--- src/rtl/cpu_operand_pkg.sv ---
// Shared types and constant-code offsets for the ALU operand staging path.
package cpu_operand_pkg;

  typedef enum logic [1:0] {
    StEmpty = 2'd0,
    StHaveA = 2'd1,
    StHaveB = 2'd2,
    StFull  = 2'd3
  } op_state_e;

  // Constant select codes sit directly above the last register source.
  localparam int unsigned SEL_ZERO_OFS = 0;
  localparam int unsigned SEL_ONE_OFS  = 1;
  localparam int unsigned SEL_ONES_OFS = 2;

  function automatic op_state_e state_from_flags(input logic has_a, input logic has_b);
    unique case ({has_a, has_b})
      2'b00:   return StEmpty;
      2'b10:   return StHaveA;
      2'b01:   return StHaveB;
      default: return StFull;
    endcase
  endfunction

endpackage

--- src/rtl/alu_operand_stage_if.sv ---
// Handshake/bus bundle between the control unit, the operand stage and the ALU.
interface alu_operand_stage_if #(
  parameter int unsigned WIDTH = 8,
  parameter int unsigned NSRC  = 6
) ();
  localparam int unsigned SEL_W = $clog2(NSRC + 3);

  logic [NSRC*WIDTH-1:0] src_bus;
  logic [SEL_W-1:0]      sel_a;
  logic [SEL_W-1:0]      sel_b;
  logic                  load_a;
  logic                  load_b;
  logic                  flush;
  logic                  alu_ready;
  logic [WIDTH-1:0]      alu_a;
  logic [WIDTH-1:0]      alu_b;
  logic                  op_valid;
  logic                  sel_err;

  modport master (
    output src_bus, sel_a, sel_b, load_a, load_b, flush, alu_ready,
    input  alu_a, alu_b, op_valid, sel_err
  );

  modport slave (
    input  src_bus, sel_a, sel_b, load_a, load_b, flush, alu_ready,
    output alu_a, alu_b, op_valid, sel_err
  );
endinterface

--- src/rtl/operand_select.sv ---
// Combinational operand decode: register source, built-in constant, or out-of-range.
module operand_select
  import cpu_operand_pkg::*;
#(
  parameter int unsigned WIDTH = 8,
  parameter int unsigned NSRC  = 6,
  parameter int unsigned SEL_W = $clog2(NSRC + 3)
) (
  input  logic [NSRC*WIDTH-1:0] src_bus_i,
  input  logic [SEL_W-1:0]      sel_i,
  output logic [WIDTH-1:0]      value_o,
  output logic                  oor_o
);
  localparam logic [SEL_W-1:0] SelZero = SEL_W'(NSRC + SEL_ZERO_OFS);
  localparam logic [SEL_W-1:0] SelOne  = SEL_W'(NSRC + SEL_ONE_OFS);
  localparam logic [SEL_W-1:0] SelOnes = SEL_W'(NSRC + SEL_ONES_OFS);

  always_comb begin
    value_o = '0;
    oor_o   = 1'b0;
    if (sel_i == SelZero) begin
      value_o = '0;
    end else if (sel_i == SelOne) begin
      value_o = WIDTH'(1);
    end else if (sel_i == SelOnes) begin
      value_o = '1;
    end else if (sel_i > SelOnes) begin
      oor_o = 1'b1;
    end else begin
      for (int unsigned i = 0; i < NSRC; i++) begin
        if (sel_i == SEL_W'(i)) value_o = src_bus_i[i*WIDTH +: WIDTH];
      end
    end
  end
endmodule

--- src/rtl/alu_operand_stage.sv ---
// Registered two-operand staging for the ALU with a valid/ready pair handshake.
module alu_operand_stage
  import cpu_operand_pkg::*;
#(
  parameter int unsigned WIDTH = 8,
  parameter int unsigned NSRC  = 6,
  parameter int unsigned SEL_W = $clog2(NSRC + 3)
) (
  input logic               clk,
  input logic               rst,
  alu_operand_stage_if.slave bus
);
  op_state_e        state_q, state_d;
  logic [WIDTH-1:0] alu_a_q, alu_a_d;
  logic [WIDTH-1:0] alu_b_q, alu_b_d;
  logic             op_valid_q;
  logic             sel_err_q, sel_err_d;

  logic [WIDTH-1:0] val_a, val_b;
  logic             oor_a, oor_b;
  logic             cap_en, cap_a, cap_b;

  operand_select #(
    .WIDTH (WIDTH),
    .NSRC  (NSRC),
    .SEL_W (SEL_W)
  ) u_sel_a (
    .src_bus_i (bus.src_bus),
    .sel_i     (bus.sel_a),
    .value_o   (val_a),
    .oor_o     (oor_a)
  );

  operand_select #(
    .WIDTH (WIDTH),
    .NSRC  (NSRC),
    .SEL_W (SEL_W)
  ) u_sel_b (
    .src_bus_i (bus.src_bus),
    .sel_i     (bus.sel_b),
    .value_o   (val_b),
    .oor_o     (oor_b)
  );

  // A stalled full pair blocks capture so the offered pair cannot be overrun.
  always_comb begin
    cap_en = !bus.flush && ((state_q != StFull) || bus.alu_ready);
    cap_a  = cap_en && bus.load_a;
    cap_b  = cap_en && bus.load_b;
  end

  always_comb begin
    state_d = state_q;
    if (bus.flush) begin
      state_d = StEmpty;
    end else begin
      unique case (state_q)
        StEmpty: state_d = state_from_flags(cap_a, cap_b);
        StHaveA: state_d = state_from_flags(1'b1, cap_b);
        StHaveB: state_d = state_from_flags(cap_a, 1'b1);
        StFull:  state_d = bus.alu_ready ? state_from_flags(cap_a, cap_b) : StFull;
      endcase
    end
  end

  always_comb begin
    alu_a_d   = cap_a ? val_a : alu_a_q;
    alu_b_d   = cap_b ? val_b : alu_b_q;
    sel_err_d = sel_err_q | (cap_a & oor_a) | (cap_b & oor_b);
  end

  always_ff @(posedge clk or posedge rst) begin
    if (rst) begin
      state_q    <= StEmpty;
      alu_a_q    <= '0;
      alu_b_q    <= '0;
      op_valid_q <= 1'b0;
      sel_err_q  <= 1'b0;
    end else begin
      state_q    <= state_d;
      alu_a_q    <= alu_a_d;
      alu_b_q    <= alu_b_d;
      op_valid_q <= (state_d == StFull);
      sel_err_q  <= sel_err_d;
    end
  end

  assign bus.alu_a    = alu_a_q;
  assign bus.alu_b    = alu_b_q;
  assign bus.op_valid = op_valid_q;
  assign bus.sel_err  = sel_err_q;
endmodule

--- src/flat_wrapper.sv ---
// flat-port wrapper written by rule: the top's interface ports become plain ports
module alu_operand_stage_flat import cpu_operand_pkg::*;
#(
  parameter int unsigned WIDTH = 8,
  parameter int unsigned NSRC  = 6,
  parameter int unsigned SEL_W = $clog2(NSRC + 3)
)
  (clk, rst, bus_src_bus, bus_sel_a, bus_sel_b, bus_load_a, bus_load_b, bus_flush, bus_alu_ready, bus_alu_a, bus_alu_b, bus_op_valid, bus_sel_err);
  alu_operand_stage_if #(.WIDTH(WIDTH), .NSRC(NSRC)) bus_i ();
  input logic clk;
  input logic rst;
  input wire logic [$bits(bus_i.src_bus)-1:0] bus_src_bus;
  input wire logic [$bits(bus_i.sel_a)-1:0] bus_sel_a;
  input wire logic [$bits(bus_i.sel_b)-1:0] bus_sel_b;
  input wire logic [$bits(bus_i.load_a)-1:0] bus_load_a;
  input wire logic [$bits(bus_i.load_b)-1:0] bus_load_b;
  input wire logic [$bits(bus_i.flush)-1:0] bus_flush;
  input wire logic [$bits(bus_i.alu_ready)-1:0] bus_alu_ready;
  output wire logic [$bits(bus_i.alu_a)-1:0] bus_alu_a;
  output wire logic [$bits(bus_i.alu_b)-1:0] bus_alu_b;
  output wire logic [$bits(bus_i.op_valid)-1:0] bus_op_valid;
  output wire logic [$bits(bus_i.sel_err)-1:0] bus_sel_err;
  assign bus_i.src_bus = bus_src_bus;
  assign bus_i.sel_a = bus_sel_a;
  assign bus_i.sel_b = bus_sel_b;
  assign bus_i.load_a = bus_load_a;
  assign bus_i.load_b = bus_load_b;
  assign bus_i.flush = bus_flush;
  assign bus_i.alu_ready = bus_alu_ready;
  assign bus_alu_a = bus_i.alu_a;
  assign bus_alu_b = bus_i.alu_b;
  assign bus_op_valid = bus_i.op_valid;
  assign bus_sel_err = bus_i.sel_err;
  alu_operand_stage #(.WIDTH(WIDTH), .NSRC(NSRC), .SEL_W(SEL_W)) u_core (.clk(clk), .rst(rst), .bus(bus_i));
endmodule
--- config.mk ---
export PLATFORM = sky130hd
export DESIGN_NAME = alu_operand_stage_flat
export DESIGN_NICKNAME = d
export VERILOG_FILES = /design/src/rtl/cpu_operand_pkg.sv /design/src/rtl/alu_operand_stage_if.sv /design/src/rtl/operand_select.sv /design/src/rtl/alu_operand_stage.sv /design/src/flat_wrapper.sv
export SDC_FILE = /design/constraint.sdc
export NUM_CORES = 1
export LEC_CHECK = 0
export CORE_AREA = 2 2 95 79
export CTS_CLUSTER_DIAMETER = 120
export DETAILED_ROUTE_END_ITERATION = 10
export DIE_AREA = 0 0 97 81
export DONT_BUFFER_PORTS = 1
export MAX_ROUTING_LAYER = met4
export PLACE_DENSITY_LB_ADDON = 0.2
export SYNTH_ARGS = -nofsm -noshare
export SYNTH_HDL_FRONTEND = slang
export SYNTH_SLANG_ARGS = --single-unit
--- constraint.sdc ---
create_clock -name clk -period 2.8 [get_ports clk]
set_clock_uncertainty 0.2 [all_clocks]
set_input_delay 0.7 -clock clk [delete_from_list [all_inputs] [get_ports clk]]
set_output_delay 0.7 -clock clk [all_outputs]
set_load 0.05 [all_outputs]
==> out/metrics.yaml <==
synth_warnings: 0
antenna_found_initial: 0
dieHeight_um: 81
hpwl_mm: 5.20
cts_buffers: 3
gr-total-overflow: 0
crit_arrival_ns: 1.81
power_density_mw_per_mm2: 457
vias: 1836
dieArea_mm2: 0.00786
cp.required_ns: 2.76
boundaryPins: 80
cts_sinks: 20
p_sw_w: 0.000335
fin_crit_ns: 1.85
clock-root-buffer: "clkbuf_8"
crit_fanout: 18
grt_pass1_wl_mm: 10.4
synth_top_area_share_pct: 24.7
cp-end-kind: "flip-flop"
vdd_drop_max_mv: 0.168
wirelength_mm: 6.68
ys_seq_elements: 20
avgSynthCellArea_um2: 8.17
antenna_cells: 0
track_usage_pct: 17.5
ys.flop_type: "dfrtp_1"
holdBufCountCts: 0
wl_per_cell_um: 21.0
intPower_w: 0.000604
synthesis.nets: 310
die_w_um: 97
fin_setup_tns_ns: 0
ys_async_sr_fraction_pct: 100
syn_inst: 248
post_cts_resized: 0
drcViolationCount: 0
ys_types: 53
cts.clk_slew.worst_paths_ns: 0.09
core-area_mm2: 0.00704
synthTopCellsByArea: "dfrtp_1, nor2_1, a21oi_1"
timing.slew.headroom_pct: 44.2
synth_area_mm2: 0.00203
start_util_pct: 28.8
cts_buffer_depth: 2
hold_slack_ns: 0.277
worstMarginPinSlew_ns: 0.837
post_cts_buffers: 0
h-tree-depth: 1
finish.utilization_pct: 29.2
drtIter0Drc: 130
power.leakage_nw: 0.761
status: "complete, no violations"
grt_pass1_vias: 1773
power_frac_clock_pct: 32.5
row_count: 28
layout-drive-gt1-share_pct: 4.82
worstSkewPairLatency_ns: 0.27
fin_crit_sh_pct: 66.0
routed_via_density: 5.77
drv_cap: 0
yosysSeqAreaShare_pct: 24.7
first_pass_iters: 4
holdCritPathClass: "in -> async"
place_congestion: 0.806
rsz0062_at_grt: "false"
max_freq_ghz: 0.542
startpoint_type: "input port"
final-max-slew-violation-count: 0
tritoncts: "built"
nets: 291
area_delta_synth_final_pct: 1.48
hold_violations: 0
p_seq_share_pct: 48.8
path_class: "in -> reg"
switching_share_pct: 35.7
portBuffers: 0
combPwrFrac_pct: 18.7
yosysTopAreaCell: "dfrtp_1"
synth_edf_count: 0
antenna_left: 0
grt_start_max_net_pins: 34
setup_viol: 0
## per-stage QoR
stage	std cells	power (W)	instance area, um^2	setup WS, ns
floorplan	248	0.000645	2030	0.837
finish	318	0.000939	2060	0.953
global route	318	0.000985	2060	0.780
CTS	318	0.000952	2060	0.943
detailed placement	314	0.000642	1980	0.650
global placement	314	0.000640	1980	0.664
## cells in the mapped netlist (2+ instances only)
| cell type | number |
|---|---|
| nor2_1 | 26 |
| dfrtp_1 | 20 |
| a21oi_1 | 19 |
| nand2_1 | 18 |
| o22ai_1 | 10 |
| mux2i_1 | 9 |
| a211oi_1 | 8 |
| buf_2 | 8 |
| nor2b_1 | 8 |
| o21ai_1 | 8 |
| inv_1 | 6 |
| nand3b_1 | 6 |
| o21a_1 | 6 |
| a221o_1 | 5 |
| a2bb2oi_1 | 5 |
| buf_6 | 5 |
| o21ai_0 | 5 |
| o22a_1 | 5 |
| a31oi_1 | 4 |
| buf_4 | 4 |
| clkbuf_1 | 4 |
| nand2b_1 | 4 |
| o31ai_1 | 4 |
| or3b_1 | 4 |
| a21boi_0 | 3 |
| a21o_1 | 3 |
| a311oi_1 | 3 |
| a31o_1 | 3 |
| mux4_2 | 3 |
| a221oi_1 | 2 |
| and3b_1 | 2 |
| buf_1 | 2 |
| nand4bb_1 | 2 |
| nor3_1 | 2 |
| o21ba_1 | 2 |
| o2bb2ai_1 | 2 |
| or2_1 | 2 |
## area by class of cell
type,count,area (um^2)
Clock buffer,3,41.3
Clock inverter,1,30.0
Inverter,6,22.5
Sequential cell,20,500
Tap cell,90,113
Multi-Input combinational cell,198,1350
Fill cell,750,4990
## flip-flops by register name, indices dropped and copies added (netlist names)
name / flops
u_core.bus.alu_a: 8
u_core.bus.sel_err: 1
u_core.state_q: 2
u_core.bus.alu_b: 8
u_core.bus.op_valid: 1
## path summary, 6_finish.rpt
kind	startpoint	cells past startpoint	end	slack [ns]
max reg2reg	u_core.state_q[0]	4	u_core.bus.alu_a[4]	0.96
min reg2reg	u_core.state_q[1]	2	u_core.state_q[1]	0.38
max	bus_alu_ready	4	u_core.bus.alu_a[4]	0.95
min	rst	1	u_core.bus.op_valid	0.28
min in group clk	bus_flush	1	u_core.state_q[1]	0.28
max in group asynchronous	rst	1	u_core.bus.alu_b[1]	1.61
## kinds of logic (layout without fill, tap and decap cells)
group | Yosys count | in the layout | share of synthesized area, %
flip-flops | 20 | 20 | 24.7
multiplexers | 12 | 12 | 7.78
AO/OA/AOI/OAI | 103 | 103 | 36.0
buffers and inverters | 30 | 10 | 8.71
AND/OR/NAND/NOR | 83 | 83 | 22.8
## worst max-delay path, stage by stage
cell      delay [ns]
nand3b_1        0.13
and3b_1         0.59
o21ai_0         0.18
o22a_1          0.19
## cells in the final DEF (no fill, tap or decap), types with 8 or more instances in the layout
cell type and n:
nor2_1 26, nand2_1 18, dfrtp_1 20, nor2b_1 8, o21ai_1 8, mux2i_1 9, a211oi_1 8, o22ai_1 10
a21oi_1 19
## layer usage
metal | global-route usage (%) | wire (um)
met1 | 23.6 | 2880
met2 | 25.4 | 2970
met3 | 6.45 | 793
met4 | 2.68 | 49
met5 | - | 0
## power by group through the flow
| stage | sequential (W) | combinational [W] | clock, W |
|---|---|---|---|
| 3_3_place_gp | 0.000465 | 0.000175 | 0 |
| 6_report | 0.000458 | 0.000175 | 0.000305 |
| 5_1_grt | 0.000466 | 0.000198 | 0.000321 |
| 3_5_place_dp | 0.000467 | 0.000175 | 0 |
| 2_1_floorplan | 0.000456 | 0.000189 | 0 |
| 4_1_cts | 0.000460 | 0.000177 | 0.000315 |
(Power assumes the default switching activity.)
